**src/rtl/ps2_kbd_pkg.sv**
```systemverilog
// Shared constants for the PS/2 keyboard controller: register map,
// STATUS/CTRL bit positions and the AXI response code.
package ps2_kbd_pkg;
  // Register selectors, decoded from addr[4:3]
  localparam logic [1:0] REG_DATA   = 2'd0;
  localparam logic [1:0] REG_STATUS = 2'd1;
  localparam logic [1:0] REG_CTRL   = 2'd2;
  localparam logic [1:0] REG_RSVD   = 2'd3;

  // DATA register
  localparam int DATA_VALID_BIT = 8;

  // STATUS sticky flag positions
  localparam int STATUS_OVF_BIT  = 16;
  localparam int STATUS_FERR_BIT = 17;
  localparam int STATUS_TMO_BIT  = 18;

  // CTRL bit positions
  localparam int CTRL_EN_BIT    = 0;
  localparam int CTRL_IRQEN_BIT = 1;
  localparam int CTRL_FLUSH_BIT = 2;

  localparam logic [1:0] RESP_OKAY = 2'b00;
endpackage

```
**src/rtl/ps2_frame_rx.sv**
```systemverilog
// PS/2 frame receiver: line synchroniser, ps2_clk falling-edge detect,
// 11-bit shift/bit counter with frame check, and an inactivity watchdog.
// Outputs are single-cycle pulses.
module ps2_frame_rx #(
  parameter int SYNC_STAGES    = 3,
  parameter int TIMEOUT_CYCLES = 50000
) (
  input  logic       clock,
  input  logic       resetn,
  input  logic       enable_i,
  input  logic       ps2_clk_i,
  input  logic       ps2_dat_i,
  output logic       code_valid_o,
  output logic [7:0] code_o,
  output logic       frame_err_o,
  output logic       timeout_o
);
  localparam int WDW = $clog2(TIMEOUT_CYCLES);
  localparam logic [WDW-1:0] WD_LAST = WDW'(TIMEOUT_CYCLES - 1);

  logic [SYNC_STAGES-1:0] clk_sync_q, dat_sync_q;
  logic                   clk_prev_q;
  logic                   fall, dat_s;
  logic [3:0]             bitcnt_q, bitcnt_d;
  logic [9:0]             bits_q, bits_d;
  logic [WDW-1:0]         wd_q, wd_d;
  logic                   code_valid_q, code_valid_d;
  logic                   frame_err_q, frame_err_d;
  logic                   timeout_q, timeout_d;
  logic [7:0]             code_q, code_d;

  // Synchronise both lines; idle-high reset value avoids a false edge
  always_ff @(posedge clock) begin
    if (!resetn) begin
      clk_sync_q <= '1;
      dat_sync_q <= '1;
      clk_prev_q <= 1'b1;
    end else begin
      clk_sync_q <= {clk_sync_q[SYNC_STAGES-2:0], ps2_clk_i};
      dat_sync_q <= {dat_sync_q[SYNC_STAGES-2:0], ps2_dat_i};
      clk_prev_q <= clk_sync_q[SYNC_STAGES-1];
    end
  end

  assign fall  = clk_prev_q & ~clk_sync_q[SYNC_STAGES-1];
  assign dat_s = dat_sync_q[SYNC_STAGES-1];

  // Bit collection, frame check at the 11th edge, and watchdog abort
  always_comb begin
    bitcnt_d     = bitcnt_q;
    bits_d       = bits_q;
    wd_d         = wd_q;
    code_d       = code_q;
    code_valid_d = 1'b0;
    frame_err_d  = 1'b0;
    timeout_d    = 1'b0;
    if (!enable_i) begin
      bitcnt_d = 4'd0;
      wd_d     = '0;
    end else if (fall) begin
      wd_d = '0;
      if (bitcnt_q == 4'd10) begin
        // bits_q: [0]=start, [8:1]=data LSB first, [9]=parity; dat_s is stop
        bitcnt_d = 4'd0;
        if (!bits_q[0] && (^bits_q[9:1]) && dat_s) begin
          code_valid_d = 1'b1;
          code_d       = bits_q[8:1];
        end else begin
          frame_err_d = 1'b1;
        end
      end else begin
        bits_d   = {dat_s, bits_q[9:1]};
        bitcnt_d = bitcnt_q + 4'd1;
      end
    end else if (bitcnt_q != 4'd0) begin
      if (wd_q == WD_LAST) begin
        bitcnt_d  = 4'd0;
        wd_d      = '0;
        timeout_d = 1'b1;
      end else begin
        wd_d = wd_q + WDW'(1);
      end
    end else begin
      wd_d = '0;
    end
  end

  // Receiver state and output pulse registers
  always_ff @(posedge clock) begin
    if (!resetn) begin
      bitcnt_q     <= 4'd0;
      bits_q       <= '0;
      wd_q         <= '0;
      code_q       <= 8'd0;
      code_valid_q <= 1'b0;
      frame_err_q  <= 1'b0;
      timeout_q    <= 1'b0;
    end else begin
      bitcnt_q     <= bitcnt_d;
      bits_q       <= bits_d;
      wd_q         <= wd_d;
      code_q       <= code_d;
      code_valid_q <= code_valid_d;
      frame_err_q  <= frame_err_d;
      timeout_q    <= timeout_d;
    end
  end

  assign code_valid_o = code_valid_q;
  assign code_o       = code_q;
  assign frame_err_o  = frame_err_q;
  assign timeout_o    = timeout_q;
endmodule

```
**src/rtl/ps2_kbd_ctrl.sv**
```systemverilog
// PS/2 keyboard controller top: scan-code FIFO, sticky error flags,
// register file behind a single-beat AXI4 slave, and a level irq.
module ps2_kbd_ctrl
  import ps2_kbd_pkg::*;
#(
  parameter int FIFO_DEPTH     = 16,
  parameter int SYNC_STAGES    = 3,
  parameter int TIMEOUT_CYCLES = 50000
) (
  input  logic        clock,
  input  logic        resetn,
  input  logic        ps2_clk,
  input  logic        ps2_dat,
  output logic        irq,
  input  logic        io_slave_awvalid,
  output logic        io_slave_awready,
  input  logic [31:0] io_slave_awaddr,
  input  logic [3:0]  io_slave_awid,
  input  logic [7:0]  io_slave_awlen,
  input  logic [2:0]  io_slave_awsize,
  input  logic [1:0]  io_slave_awburst,
  input  logic        io_slave_wvalid,
  output logic        io_slave_wready,
  input  logic [63:0] io_slave_wdata,
  input  logic [7:0]  io_slave_wstrb,
  input  logic        io_slave_wlast,
  output logic        io_slave_bvalid,
  input  logic        io_slave_bready,
  output logic [1:0]  io_slave_bresp,
  output logic [3:0]  io_slave_bid,
  input  logic        io_slave_arvalid,
  output logic        io_slave_arready,
  input  logic [31:0] io_slave_araddr,
  input  logic [3:0]  io_slave_arid,
  input  logic [7:0]  io_slave_arlen,
  input  logic [2:0]  io_slave_arsize,
  input  logic [1:0]  io_slave_arburst,
  output logic        io_slave_rvalid,
  input  logic        io_slave_rready,
  output logic [1:0]  io_slave_rresp,
  output logic [63:0] io_slave_rdata,
  output logic        io_slave_rlast,
  output logic [3:0]  io_slave_rid
);
  localparam int AW = $clog2(FIFO_DEPTH);
  localparam logic [AW:0] FULL_CNT = (AW+1)'(FIFO_DEPTH);
  localparam logic [0:0] RD_IDLE = 1'b0, RD_DATA = 1'b1;
  localparam logic [1:0] WR_ADDR_DATA = 2'd0, WR_COMMIT = 2'd1, WR_RESP = 2'd2;

  logic        rx_valid, rx_ferr, rx_tmo;
  logic [7:0]  rx_code;
  logic [7:0]  mem [FIFO_DEPTH];
  logic [AW-1:0] wr_ptr_q, rd_ptr_q;
  logic [AW:0] count_q;
  logic        ctrl_en_q, ctrl_irqen_q, ovf_q, ferr_q, tmo_q, irq_q;
  logic [0:0]  rd_state_q;
  logic [63:0] rdata_q;
  logic [3:0]  rid_q, awid_q;
  logic [1:0]  wr_state_q, wr_state_d, awsel_q;
  logic        aw_held_q, aw_held_d, w_held_q, w_held_d;
  logic [31:0] wdata_q;
  logic [3:0]  wstrb_q;
  logic        ar_hs, aw_hs, w_hs, pop, push, drop, full, flush;
  logic        wr_en, wr_status, wr_ctrl;
  logic [31:0] rd_word;
  logic        unused_ok;

  ps2_frame_rx #(.SYNC_STAGES(SYNC_STAGES), .TIMEOUT_CYCLES(TIMEOUT_CYCLES)) u_rx (
    .clock(clock), .resetn(resetn), .enable_i(ctrl_en_q),
    .ps2_clk_i(ps2_clk), .ps2_dat_i(ps2_dat),
    .code_valid_o(rx_valid), .code_o(rx_code),
    .frame_err_o(rx_ferr), .timeout_o(rx_tmo)
  );

  assign ar_hs     = io_slave_arvalid & io_slave_arready;
  assign aw_hs     = io_slave_awvalid & io_slave_awready;
  assign w_hs      = io_slave_wvalid & io_slave_wready;
  assign full      = (count_q == FULL_CNT);
  assign pop       = ar_hs & (io_slave_araddr[4:3] == REG_DATA) & (count_q != '0);
  assign wr_en     = (wr_state_q == WR_COMMIT) & (|wstrb_q);
  assign wr_status = wr_en & (awsel_q == REG_STATUS);
  assign wr_ctrl   = wr_en & (awsel_q == REG_CTRL);
  assign flush     = wr_ctrl & wdata_q[CTRL_FLUSH_BIT];
  // A pop in the same cycle frees the slot, so a full FIFO still accepts
  assign push      = rx_valid & ctrl_en_q & ~flush & (~full | pop);
  assign drop      = rx_valid & ctrl_en_q & ~flush & full & ~pop;

  // Register read mux, sampled at the AR handshake
  always_comb begin
    rd_word = 32'd0;
    case (io_slave_araddr[4:3])
      REG_DATA:   if (count_q != '0) rd_word = {23'd0, 1'b1, mem[rd_ptr_q]};
      REG_STATUS: rd_word = {13'd0, tmo_q, ferr_q, ovf_q, 16'(count_q)};
      REG_CTRL:   rd_word = {30'd0, ctrl_irqen_q, ctrl_en_q};
      default:    rd_word = 32'd0;
    endcase
  end

  // FIFO storage, written without reset so it maps onto RAM
  always_ff @(posedge clock) begin
    if (push) mem[wr_ptr_q] <= rx_code;
  end

  // FIFO pointers/occupancy, sticky flags, CTRL and irq
  always_ff @(posedge clock) begin
    if (!resetn) begin
      wr_ptr_q     <= '0;
      rd_ptr_q     <= '0;
      count_q      <= '0;
      ovf_q        <= 1'b0;
      ferr_q       <= 1'b0;
      tmo_q        <= 1'b0;
      ctrl_en_q    <= 1'b1;
      ctrl_irqen_q <= 1'b0;
      irq_q        <= 1'b0;
    end else begin
      if (flush) begin
        wr_ptr_q <= '0;
        rd_ptr_q <= '0;
        count_q  <= '0;
      end else begin
        if (push) wr_ptr_q <= wr_ptr_q + AW'(1);
        if (pop)  rd_ptr_q <= rd_ptr_q + AW'(1);
        case ({push, pop})
          2'b10:   count_q <= count_q + (AW+1)'(1);
          2'b01:   count_q <= count_q - (AW+1)'(1);
          default: count_q <= count_q;
        endcase
      end
      // New events win over a simultaneous W1C so none is lost
      ovf_q  <= (ovf_q  & ~(wr_status & wdata_q[STATUS_OVF_BIT]))  | drop;
      ferr_q <= (ferr_q & ~(wr_status & wdata_q[STATUS_FERR_BIT])) | rx_ferr;
      tmo_q  <= (tmo_q  & ~(wr_status & wdata_q[STATUS_TMO_BIT]))  | rx_tmo;
      if (wr_ctrl) begin
        ctrl_en_q    <= wdata_q[CTRL_EN_BIT];
        ctrl_irqen_q <= wdata_q[CTRL_IRQEN_BIT];
      end
      irq_q <= ctrl_irqen_q & ((count_q != '0) | ovf_q | ferr_q | tmo_q);
    end
  end

  // Read channel FSM: capture data at AR handshake, hold until rready
  always_ff @(posedge clock) begin
    if (!resetn) begin
      rd_state_q <= RD_IDLE;
      rdata_q    <= 64'd0;
      rid_q      <= 4'd0;
    end else if (rd_state_q == RD_IDLE) begin
      if (ar_hs) begin
        rd_state_q <= RD_DATA;
        rdata_q    <= {32'd0, rd_word};
        rid_q      <= io_slave_arid;
      end
    end else if (io_slave_rready) begin
      rd_state_q <= RD_IDLE;
    end
  end

  // Write channel next state: AW and W collected independently
  always_comb begin
    wr_state_d = wr_state_q;
    aw_held_d  = aw_held_q;
    w_held_d   = w_held_q;
    case (wr_state_q)
      WR_ADDR_DATA: begin
        if ((aw_held_q | aw_hs) & (w_held_q | w_hs)) begin
          wr_state_d = WR_COMMIT;
          aw_held_d  = 1'b0;
          w_held_d   = 1'b0;
        end else begin
          aw_held_d = aw_held_q | aw_hs;
          w_held_d  = w_held_q | w_hs;
        end
      end
      WR_COMMIT: wr_state_d = io_slave_bready ? WR_ADDR_DATA : WR_RESP;
      WR_RESP:   if (io_slave_bready) wr_state_d = WR_ADDR_DATA;
      default:   wr_state_d = WR_ADDR_DATA;
    endcase
  end

  // Write channel state and captured address/data
  always_ff @(posedge clock) begin
    if (!resetn) begin
      wr_state_q <= WR_ADDR_DATA;
      aw_held_q  <= 1'b0;
      w_held_q   <= 1'b0;
      awsel_q    <= 2'd0;
      awid_q     <= 4'd0;
      wdata_q    <= 32'd0;
      wstrb_q    <= 4'd0;
    end else begin
      wr_state_q <= wr_state_d;
      aw_held_q  <= aw_held_d;
      w_held_q   <= w_held_d;
      if (aw_hs) begin
        awsel_q <= io_slave_awaddr[4:3];
        awid_q  <= io_slave_awid;
      end
      if (w_hs) begin
        wdata_q <= io_slave_wdata[31:0];
        wstrb_q <= io_slave_wstrb[3:0];
      end
    end
  end

  assign io_slave_arready = (rd_state_q == RD_IDLE);
  assign io_slave_rvalid  = (rd_state_q == RD_DATA);
  assign io_slave_rlast   = io_slave_rvalid;
  assign io_slave_rresp   = RESP_OKAY;
  assign io_slave_rdata   = rdata_q;
  assign io_slave_rid     = rid_q;
  assign io_slave_awready = (wr_state_q == WR_ADDR_DATA) & ~aw_held_q;
  assign io_slave_wready  = (wr_state_q == WR_ADDR_DATA) & ~w_held_q;
  assign io_slave_bvalid  = (wr_state_q == WR_COMMIT) | (wr_state_q == WR_RESP);
  assign io_slave_bresp   = RESP_OKAY;
  assign io_slave_bid     = awid_q;
  assign irq              = irq_q;

  // Single-beat slave: burst fields and unmapped address/data bits are ignored
  assign unused_ok = ^{io_slave_awaddr[31:5], io_slave_awaddr[2:0], io_slave_awlen,
                       io_slave_awsize, io_slave_awburst, io_slave_wdata[63:32],
                       io_slave_wstrb[7:4], io_slave_wlast, io_slave_araddr[31:5],
                       io_slave_araddr[2:0], io_slave_arlen, io_slave_arsize,
                       io_slave_arburst, wdata_q};
endmodule

```
**config.mk**
```make
export PLATFORM = sky130hd
export DESIGN_NAME = ps2_kbd_ctrl
export DESIGN_NICKNAME = d
export VERILOG_FILES = /design/src/rtl/ps2_kbd_pkg.sv /design/src/rtl/ps2_frame_rx.sv /design/src/rtl/ps2_kbd_ctrl.sv
export SDC_FILE = /design/constraint.sdc
export NUM_CORES = 1
export LEC_CHECK = 0
export CAP_MARGIN = 10
export CELL_PAD_IN_SITES_DETAIL_PLACEMENT = 1
export CELL_PAD_IN_SITES_GLOBAL_PLACEMENT = 1
export CORE_MARGIN = 2
export CORE_UTILIZATION = 38
export CTS_CLUSTER_DIAMETER = 200
export DETAILED_ROUTE_END_ITERATION = 6
export PLACE_DENSITY = 0.89
export SLEW_MARGIN = 20
export SYNTH_ARGS = -nofsm -noshare
export SYNTH_HDL_FRONTEND = slang
export SYNTH_SLANG_ARGS = --single-unit
```
**constraint.sdc**
```tcl
create_clock -name clock -period 3.2 [get_ports clock]
set_input_delay 0.48 -clock clock [delete_from_list [all_inputs] [get_ports clock]]
set_output_delay 0.48 -clock clock [all_outputs]
set_load 0.03 [all_outputs]
```
==> results of run 1 <==
[what timing repair did]
item,in CTS,in global routing
resized for setup,0,1
endpoints found under the setup margin,0,1
endpoints found under the hold margin,0,0
[state kept, by name, summed over array words and instances (netlist names), 4 cells and up, named ones only]
register        count
io_slave_rdata     12
wr_ptr_q            4
wdata_q             6
mem               128
io_slave_bid        4
u_rx.bits_q        10
io_slave_rid        4
count_q             5
rd_ptr_q            4
u_rx.wd_q          16
u_rx.bitcnt_q       4
u_rx.code_o         8
wstrb_q             4
[power by group through the flow]
stage               Clock, mW  Combinational (mW)  Sequential (mW)
global route             3.04               0.453             3.22
CTS                      2.93               0.420             3.22
finish                   2.89               0.422             3.22
floorplan                   0               0.303             3.31
detailed placement          0               0.410             3.29
global placement            0               0.398             3.28
[per-layer routing]
layer,GRT usage,vias to the layer above,part of all wire
met5,0,-,0
met2,0.340,251,0.52
met4,0.0886,0,0.044
li1,-,2995,-
met3,0.0252,76,0.055
met1,0.231,3320,0.38
[kinds of logic (layout without fill, tap and decap cells)]
family | Yosys count | in the layout | synth area share
and+or+nand+nor | 241 | 241 | 0.118
buffers and inverters | 109 | 155 | 0.0654
muxes | 34 | 34 | 0.0749
adders and majority gates | 16 | 16 | 0.0210
other | 1 | 56 | 0.000379
AOI/OAI and AO/OA | 139 | 139 | 0.0856
DFF | 236 | 236 | 0.606
xor gates and xnor gates | 29 | 29 | 0.0278
[cells in the final DEF (no fill, tap or decap), types with 2 or more instances in the layout]
cell type / synthesis / layout
nand3b_1: 3 / 3
xor2_1: 10 / 10
conb_1: 1 / 56
a22oi_1: 17 / 17
nor2_1: 56 / 56
clkbuf_16: 0 / 26
nand2_1: 63 / 63
nor3b_1: 2 / 2
and3_1: 8 / 8
clkdlybuf4s50_1: 0 / 57
dfxtp_1: 108 / 107
and2_1: 3 / 3
xnor2_1: 17 / 17
o31ai_1: 9 / 9
nand4_1: 11 / 11
clkbuf_1: 24 / 4
a221oi_1: 2 / 2
a21oi_1: 72 / 72
clkinv_2: 0 / 9
inv_1: 15 / 15
nand3_1: 41 / 41
a31oi_1: 5 / 5
a21o_1: 4 / 4
buf_4: 58 / 35
o21ai_0: 15 / 15
nor3_1: 15 / 15
edfxtp_1: 128 / 128
nor2b_1: 11 / 11
ha_1: 15 / 15
clkbuf_8: 1 / 3
o211ai_1: 2 / 2
mux4_2: 32 / 32
bufinv_16: 0 / 2
a31o_2: 3 / 3
nand2b_1: 15 / 15
or4b_1: 2 / 2
[worst max-delay path: cells and delay by family (launching register included)]
family,cells,cell delay (ns)
fa+ha+maj,1,0.41
mux,2,0.65
simple gates,2,0.74
flops,1,0.40
buf+inv,1,0.11
compound gates,3,0.58
[layout make-up]
cell class,instances,area (sq um),area share
sequential,236,6010,0.517
multi-input combinational,515,3460,0.298
timing repair buffer,93,853,0.0734
clock buffer,33,707,0.0608
tap,335,419,0.0360
clock inverter,13,118,0.0101
inverter,16,60.1,0.00517
[worst paths after layout]
path                            cells past startpoint                 end  slack, ns                from
worst min-delay path                                1  u_rx.clk_sync_q[2]       0.41  u_rx.clk_sync_q[1]
worst min register to register                      1  u_rx.clk_sync_q[2]       0.41  u_rx.clk_sync_q[1]
worst max register to register                      9          count_q[4]       0.20          count_q[0]
worst max-delay path                                9          count_q[4]       0.20          count_q[0]
[metrics by stage]
| stage | TNS (ns) | utilization |
|---|---|---|
| 3_5_place_dp | -0.0774 | 0.418 |
| 2_1_floorplan | 0 | - |
| 6_report | 0 | 0.450 |
| 3_3_place_gp | 0 | 0.418 |
| 4_1_cts | 0 | 0.450 |
| 5_1_grt | 0 | 0.450 |
==> results.json, run 1 <==
{
  "clock_path_buffers": 3,
  "slowest_stage": "nor4_2",
  "p_leak_nw": 4.04,
  "synth_top_area_cell": "edfxtp_1",
  "via_count": 6642,
  "ys_seq_area_frac": 0.606,
  "die_area_sq_um": 27400,
  "setup_violations": 0,
  "p_int_mw": 5.05,
  "grt_usage": 0.192,
  "synth_async_sr_flop_share": 0,
  "peakVddDrop_mv": 0.398,
  "p_comb_frac": 0.065,
  "hold_viol": 0,
  "ioPinCount": 263,
  "die_h_microns": 165,
  "cpPeakStageDelay_ns": 0.57,
  "status": "complete, no violations",
  "final_area_sq_um": 11600,
  "ys_ff_latch": 236,
  "maxCapViolations": 0,
  "synth_edf_count": 128,
  "holdBufCountCts": 0,
  "dpl_cell_area_sq_um": 10800,
  "core_sq_um": 25800,
  "fin_ws_ns": 0.203,
  "p_switching_mw": 1.49,
  "finalNonFillerCells": 1241,
  "num_antenna_cells": 0,
  "cts_root_buf": "clkbuf_16",
  "dp.cells": 1195,
  "port_buffers": 57,
  "slew_headroom": 0.522,
  "yosysMostFrequentCell": "edfxtp_1",
  "max_freq_mhz": 334,
  "slew_viol_final": 0,
  "min_path_type": "register to register",
  "cp.required_ns": 3.61,
  "power.density_nw_per_um2": 562,
  "post-cts-setup-buffers": 0,
  "seq_power_share": 0.493,
  "nNetsFinal": 1083,
  "drtIter0Drc": 461,
  "grt_pass1_wl_microns": 40000,
  "finalCritPeriodShare": 0.937,
  "end_kind": "register",
  "drive_gt1_frac": 0.139,
  "path_max_fanout": 9,
  "tightest_slew_ns": 0.716,
  "drt.antenna.violating_nets": 0,
  "syn_area_per_cell_sq_um": 12.3,
  "synth.area.top_cells": "edfxtp_1, dfxtp_1, mux4_2",
  "cp-start-kind": "register",
  "fill_cells": 2746,
  "grt_antenna_before_repair": 0,
  "synth_area_sq_um": 9900,
  "swShare": 0.228,
  "yosys.area.top_type_share": 0.388,
  "cts_tree": "built",
  "synth_cells": 805,
  "finalPower_mw": 6.53,
  "gp_congestion": 0.776,
  "yosysWarnings": 0,
  "cts_made_buffers": 25,
  "routed_wl_microns": 26400,
  "clkLatencyLatePin_ns": 0.52,
  "clock_skew_ns": 0.0173,
  "hold_slack_ns": 0.409,
  "die_w_microns": 165,
  "p_clk_frac": 0.442,
  "htree_levels": 1,
  "synth.distinct_cells": 61,
  "rsz0062_at_grt": "false",
  "critPathKind": "register to register",
  "area_growth_pct": 17.4,
  "cts_sinks": 236,
  "synth_ff_type": "edfxtp_1",
  "dp_hpwl_microns": 16300,
  "start_util": 0.383,
  "drc": 0,
  "path_clk_slew_ns": 0.07,
  "synth_common_cells": "edfxtp_1, dfxtp_1, a21oi_1",
  "arrival_ns": 3.40,
  "routedWlPerCell_microns": 21.3,
  "overflow": 0,
  "dpl_worst_slack_ns": -0.0774,
  "vias_per_cell": 5.35,
  "grt_pass1_vias": 6949,
  "drt_pass1_iterations": 5,
  "worstPathCellList": "nor4_2 -> a211oi_2 -> nand2b_1 -> inv_2 -> fa_1 -> a21o_1 -> a21oi_1 -> mux2i_1 -> mux2_1",
  "rows": 59,
  "grt_max_degree": 33,
  "period_needed_ns": 3.00
}
Note: power is estimated with default switching activity, not from simulation.
==> run 2, diff against run 1 <==
--- a/config.mk
+++ b/config.mk
@@ -5,14 +5,16 @@
 export SDC_FILE = /design/constraint.sdc
 export NUM_CORES = 1
 export LEC_CHECK = 0
+export ABC_AREA = 1
 export CAP_MARGIN = 10
 export CELL_PAD_IN_SITES_DETAIL_PLACEMENT = 1
 export CELL_PAD_IN_SITES_GLOBAL_PLACEMENT = 1
 export CORE_MARGIN = 2
-export CORE_UTILIZATION = 38
+export CORE_UTILIZATION = 37
 export CTS_CLUSTER_DIAMETER = 200
 export DETAILED_ROUTE_END_ITERATION = 6
-export PLACE_DENSITY = 0.89
+export MAX_ROUTING_LAYER = met4
+export PLACE_DENSITY = 0.9
 export SLEW_MARGIN = 20
 export SYNTH_ARGS = -nofsm -noshare
 export SYNTH_HDL_FRONTEND = slang
==> run 2 against run 1 <==
Against the previous run: area after synthesis up 6.0%; register-to-register slack better by 0.62 ns; wire length up 9.3%; die area up 8.6%; maximum frequency up 11%; via count up 22%; combinational power up 53%; global-route usage up 0.93 points; power up 3.6%; final area up 4.2%; non-clock buffer count down 12.
==> results.json, run 2 <==
{
  "yosys.area.top_type_share": 0.366,
  "largest_reg_flops": 128,
  "syn_area_per_cell_sq_um": 8.96,
  "dp_hpwl_microns": 19000,
  "rsz0062_at_grt": "false",
  "finalPower_mw": 6.77,
  "grt_usage": 0.201,
  "nNetsFinal": 1436,
  "gp_congestion": 0.812,
  "routed_wl_microns": 28900,
  "final_common_cell": "nand2_1",
  "post-cts-setup-buffers": 0,
  "synth_async_sr_flop_share": 0,
  "clock_skew_ns": 0.0219,
  "synth_common_cells": "nand2_1, inv_1, edfxtp_1",
  "setup_violations": 0,
  "synth.distinct_cells": 43,
  "synth_top_area_cell": "edfxtp_1",
  "end_kind": "output pin",
  "cts_root_buf": "clkbuf_16",
  "p_leak_nw": 4.75,
  "ys_ff_latch": 236,
  "synth_edf_count": 128,
  "cts_resized": 0,
  "slew_headroom": 0.461,
  "drive_gt1_frac": 0.0731,
  "drc": 0,
  "grt_pass1_wl_microns": 45200,
  "tightest_slew_ns": 0.807,
  "status": "complete, no violations",
  "drt.antenna.violating_nets": 0,
  "clock_path_buffers": 3,
  "start_util": 0.377,
  "cp-start-kind": "register",
  "die_area_sq_um": 29700,
  "peakVddDrop_mv": 0.438,
  "htree_levels": 1,
  "area_growth_pct": 15.4,
  "grt_antenna_before_repair": 0,
  "core_sq_um": 27900,
  "synth_area_sq_um": 10500,
  "yosysWarnings": 0,
  "min_path_type": "register to register",
  "rows": 61,
  "drt_pass1_iterations": 5,
  "final_cell_mix": "nand2_1, inv_1, edfxtp_1, dfxtp_1, nor2_1",
  "grt_pass1_vias": 8746,
  "slew_viol_final": 0,
  "cts_made_buffers": 25,
  "synth_cells": 1171,
  "synth.area.top_cells": "edfxtp_1, dfxtp_1, nand2_1",
  "overflow": 0,
  "top_register": "mem",
  "cts_tree": "built",
  "clkLatencyLatePin_ns": 0.54,
  "via_count": 8117,
  "vias_per_cell": 4.96,
  "ys_seq_area_frac": 0.572,
  "arrival_ns": 2.21,
  "hold_slack_ns": 0.408,
  "path_clk_slew_ns": 0.06,
  "max_freq_mhz": 371,
  "worst-r2r-setup-slack_ns": 0.82,
  "path_max_fanout": 4,
  "die_w_microns": 172,
  "drtIter0Drc": 545,
  "hold_viol": 0,
  "num_antenna_cells": 0,
  "finalCritPeriodShare": 0.842,
  "cts_sinks": 236,
  "finalSetupTns_ns": 0,
  "period_needed_ns": 2.69,
  "port_buffers": 57,
  "power.density_nw_per_um2": 559,
  "routedWlPerCell_microns": 17.6,
  "maxCapViolations": 0,
  "critPathKind": "register to output pin",
  "synth_ff_type": "edfxtp_1",
  "holdBufCountCts": 0,
  "yosysMostFrequentCell": "nand2_1",
  "ioPinCount": 263,
  "cp.required_ns": 2.72,
  "grt_max_degree": 67,
  "die_h_microns": 172
}
==> run 2: worst max-delay path, cell delays in order (launching register included) <==
cell and delay, ns:
dfxtp_1 0.32, inv_1 0.11, ha_1 0.20, inv_1 0.09
nor2_1 0.22, clkdlybuf4s50_1 0.73
==> run 2: final timing paths <==
path	from	end	cells after the start
max	wr_state_q[1]	io_slave_awready	5
min	u_rx.dat_sync_q[1]	u_rx.dat_sync_q[2]	1
max reg2reg	wr_state_q[1]	count_q[4]	14
min reg2reg	u_rx.dat_sync_q[1]	u_rx.dat_sync_q[2]	1
==> run 2: cell families (layout without fill, tap and decap cells) <==
kind of cell	after synthesis	after routing	share of synthesized area
AND/OR/NAND/NOR	517	517	0.212
adder cells (fa/ha/maj)	16	16	0.0198
flip-flops	236	236	0.572
AO/OA/AOI/OAI	154	154	0.0784
buffers and inverters	239	271	0.111
XOR/XNOR	8	8	0.00668
other	1	56	0.000357
==> run 2: stage by stage <==
step / utilization / instances / cell area (sq um) / worst slack (ns)
detailed placement: 0.407 / 1591 / 11300 / 0.369
global placement: 0.407 / 1591 / 11300 / 0.476
global route: 0.435 / 1636 / 12100 / 0.400
floorplan: - / 1226 / 10700 / 0.870
CTS: 0.435 / 1636 / 12100 / 0.494
finish: 0.435 / 1636 / 12100 / 0.506
==> run 2: power by group <==
part	internal (mW)	switching (mW)	total (mW)	leakage (nW)
Clock	1.63	1.21	2.84	0.384
Sequential	3.24	0.0443	3.28	1.76
Combinational	0.196	0.449	0.646	2.61
==> run 2: cell type report <==
class	instances	area, sq um
clock buffers	33	666
multi-input cells	751	3530
inverters	145	547
flip-flops and latches	236	6010
clock inverters	12	121
repair buffers	81	763
well taps	378	473
fillers	3235	15700
==> run 2: metal layers <==
layer	track usage	routed length [microns]	vias to the layer above
met5	-	0	-
met4	0.0720	789	0
met3	0.0357	1750	49
met2	0.363	15200	245
met1	0.222	11100	3975
li1	-	-	3848
==> run 3, diff against run 2 <==
==> constraint.sdc (replaced) <==
create_clock -name clock -period 2.8 [get_ports clock]
set_input_delay 0.42 -clock clock [delete_from_list [all_inputs] [get_ports clock]]
set_output_delay 0.42 -clock clock [all_outputs]
set_load 0.03 [all_outputs]
==> run 3 against run 2 <==
Against the previous run: first-iteration DRC count grew 2.4%; final area grew 0.69%; flip-flop and latch count is the same; largest power group unchanged; combinational power grew 14%; wire length shrank 2.4%; register-to-register slack lost 0.39 ns; highest routed layer unchanged; final cell count grew 0.18%; largest cell class unchanged; clock power grew 21%.
==> results.json, run 3 (synthesized netlist as in run 2, its figures left out) <==
{
  "path_clk_slew_ns": 0.06,
  "grt_pass1_wl_microns": 44500,
  "rows": 61,
  "fill_cells": 3207,
  "holdBufCountCts": 0,
  "crit_start": "wr_state_q[0]",
  "p_comb_frac": 0.093,
  "nNetsFinal": 1439,
  "status": "complete, no violations",
  "area_growth_pct": 16.2,
  "htree_levels": 1,
  "die_h_microns": 172,
  "power.density_nw_per_um2": 649,
  "port_buffers": 57,
  "drt.antenna.violating_nets": 0,
  "grt_pass1_vias": 8508,
  "die_w_microns": 172,
  "drtIter0Drc": 558,
  "cts_root_buf": "clkbuf_16",
  "worst-r2r-setup-slack_ns": 0.43,
  "hold_viol": 0,
  "clkLatencyLatePin_ns": 0.53,
  "overflow": 0,
  "top_register": "mem",
  "core_sq_um": 27900,
  "maxCapViolations": 0,
  "routedWlPerCell_microns": 17.2,
  "drc": 0,
  "slew_viol_final": 0,
  "r2r_cells": 14,
  "final_common_cell": "nand2_1",
  "ioPinCount": 263,
  "p_switching_mw": 1.95,
  "rr_startpoint": "wr_state_q[1]",
  "finalSetupTns_ns": 0,
  "cts_resized": 0,
  "cts_tree": "built",
  "clock_path_buffers": 3,
  "dp_hpwl_microns": 18500,
  "min_path_type": "register to register",
  "num_antenna_cells": 0,
  "grt_antenna_before_repair": 0,
  "cp.required_ns": 2.38,
  "vias_per_cell": 4.94,
  "r2r-end": "count_q[4]",
  "period_needed_ns": 2.60,
  "cts_made_buffers": 25,
  "die_area_sq_um": 29700,
  "p_leak_nw": 4.78,
  "end_kind": "output pin",
  "slew_headroom": 0.433,
  "grt_usage": 0.197,
  "largest_reg_flops": 128,
  "gp_congestion": 0.820,
  "arrival_ns": 2.18,
  "p_int_mw": 5.96,
  "tightest_slew_ns": 0.850,
  "finalCritPeriodShare": 0.927,
  "cp-start-kind": "register",
  "via_count": 8101,
  "clock_skew_ns": 0.0222,
  "drive_gt1_frac": 0.0801,
  "final_cell_mix": "nand2_1, inv_1, edfxtp_1, dfxtp_1, nor2_1",
  "drt_pass1_iterations": 5,
  "setup_violations": 0,
  "post-cts-setup-buffers": 0,
  "critPathKind": "register to output pin",
  "cts_sinks": 236,
  "start_util": 0.377,
  "peakVddDrop_mv": 0.425,
  "hold_slack_ns": 0.408,
  "p_clk_frac": 0.433,
  "seq_power_share": 0.473,
  "grt_max_degree": 67,
  "swShare": 0.246,
  "path_max_fanout": 4,
  "routed_wl_microns": 28200,
  "max_freq_mhz": 385,
  "rsz0062_at_grt": "false",
  "worstSetupEndpoint": "io_slave_awready"
}
run 3: per-layer routing:
| metal | vias to the layer above | global-route usage | routed length (microns) |
|---|---|---|---|
| met3 | 71 | 0.0359 | 1800 |
| met5 | - | - | 0 |
| met4 | 0 | 0.0760 | 925 |
| li1 | 3852 | - | - |
| met2 | 247 | 0.356 | 14700 |
| met1 | 3931 | 0.215 | 10700 |
run 3: layout make-up:
cell class                 count  area [sq um]  area share
sequential                   236          6010       0.493
tap                          378           473      0.0388
timing repair buffer          84           786      0.0644
inverter                     145           547      0.0448
clock buffer                  28           647      0.0530
multi-input combinational    751          3530       0.290
clock inverter                17           201      0.0165
run 3: critical path, stage by stage, from the launching register on:
cell and delay (ns):
dfxtp_1 0.33, inv_1 0.09, ha_1 0.20, inv_1 0.10, nor2_1 0.21, clkdlybuf4s50_1 0.72
run 3: metrics by stage:
| step | instance area, sq um | instances | worst slack (ns) | total power, mW | utilization |
|---|---|---|---|---|---|
| 3_3_place_gp | 11300 | 1594 | 0.135 | 4.52 | 0.407 |
| 6_report | 12200 | 1639 | 0.204 | 7.91 | 0.438 |
| 5_1_grt | 12200 | 1639 | 0.100 | 8.15 | 0.438 |
| 2_1_floorplan | 10700 | 1226 | 0.470 | 4.38 | - |
| 3_5_place_dp | 11300 | 1594 | 0.0721 | 4.55 | 0.407 |
| 4_1_cts | 12200 | 1639 | 0.166 | 7.97 | 0.438 |
run 3: power by group through the flow:
stage	combinational [mW]	sequential (mW)	clock [mW]
2_1_floorplan	0.533	3.84	0
3_3_place_gp	0.705	3.81	0
3_5_place_dp	0.732	3.82	0
4_1_cts	0.744	3.75	3.48
5_1_grt	0.812	3.76	3.58
6_report	0.737	3.75	3.43
run 3: worst min path at each step:
stage,startpoint,end,cells past startpoint,slack (ns)
3_5_place_dp,u_rx.dat_sync_q[1],u_rx.dat_sync_q[2],1,0.40
6_report,u_rx.clk_sync_q[0],u_rx.clk_sync_q[1],1,0.41
2_1_floorplan,u_rx.clk_sync_q[2],u_rx.clk_prev_q,2,0.39
3_3_place_gp,u_rx.clk_sync_q[1],u_rx.clk_sync_q[2],1,0.39
5_1_grt,u_rx.clk_sync_q[0],u_rx.clk_sync_q[1],1,0.43
4_1_cts,u_rx.clk_sync_q[0],u_rx.clk_sync_q[1],1,0.41
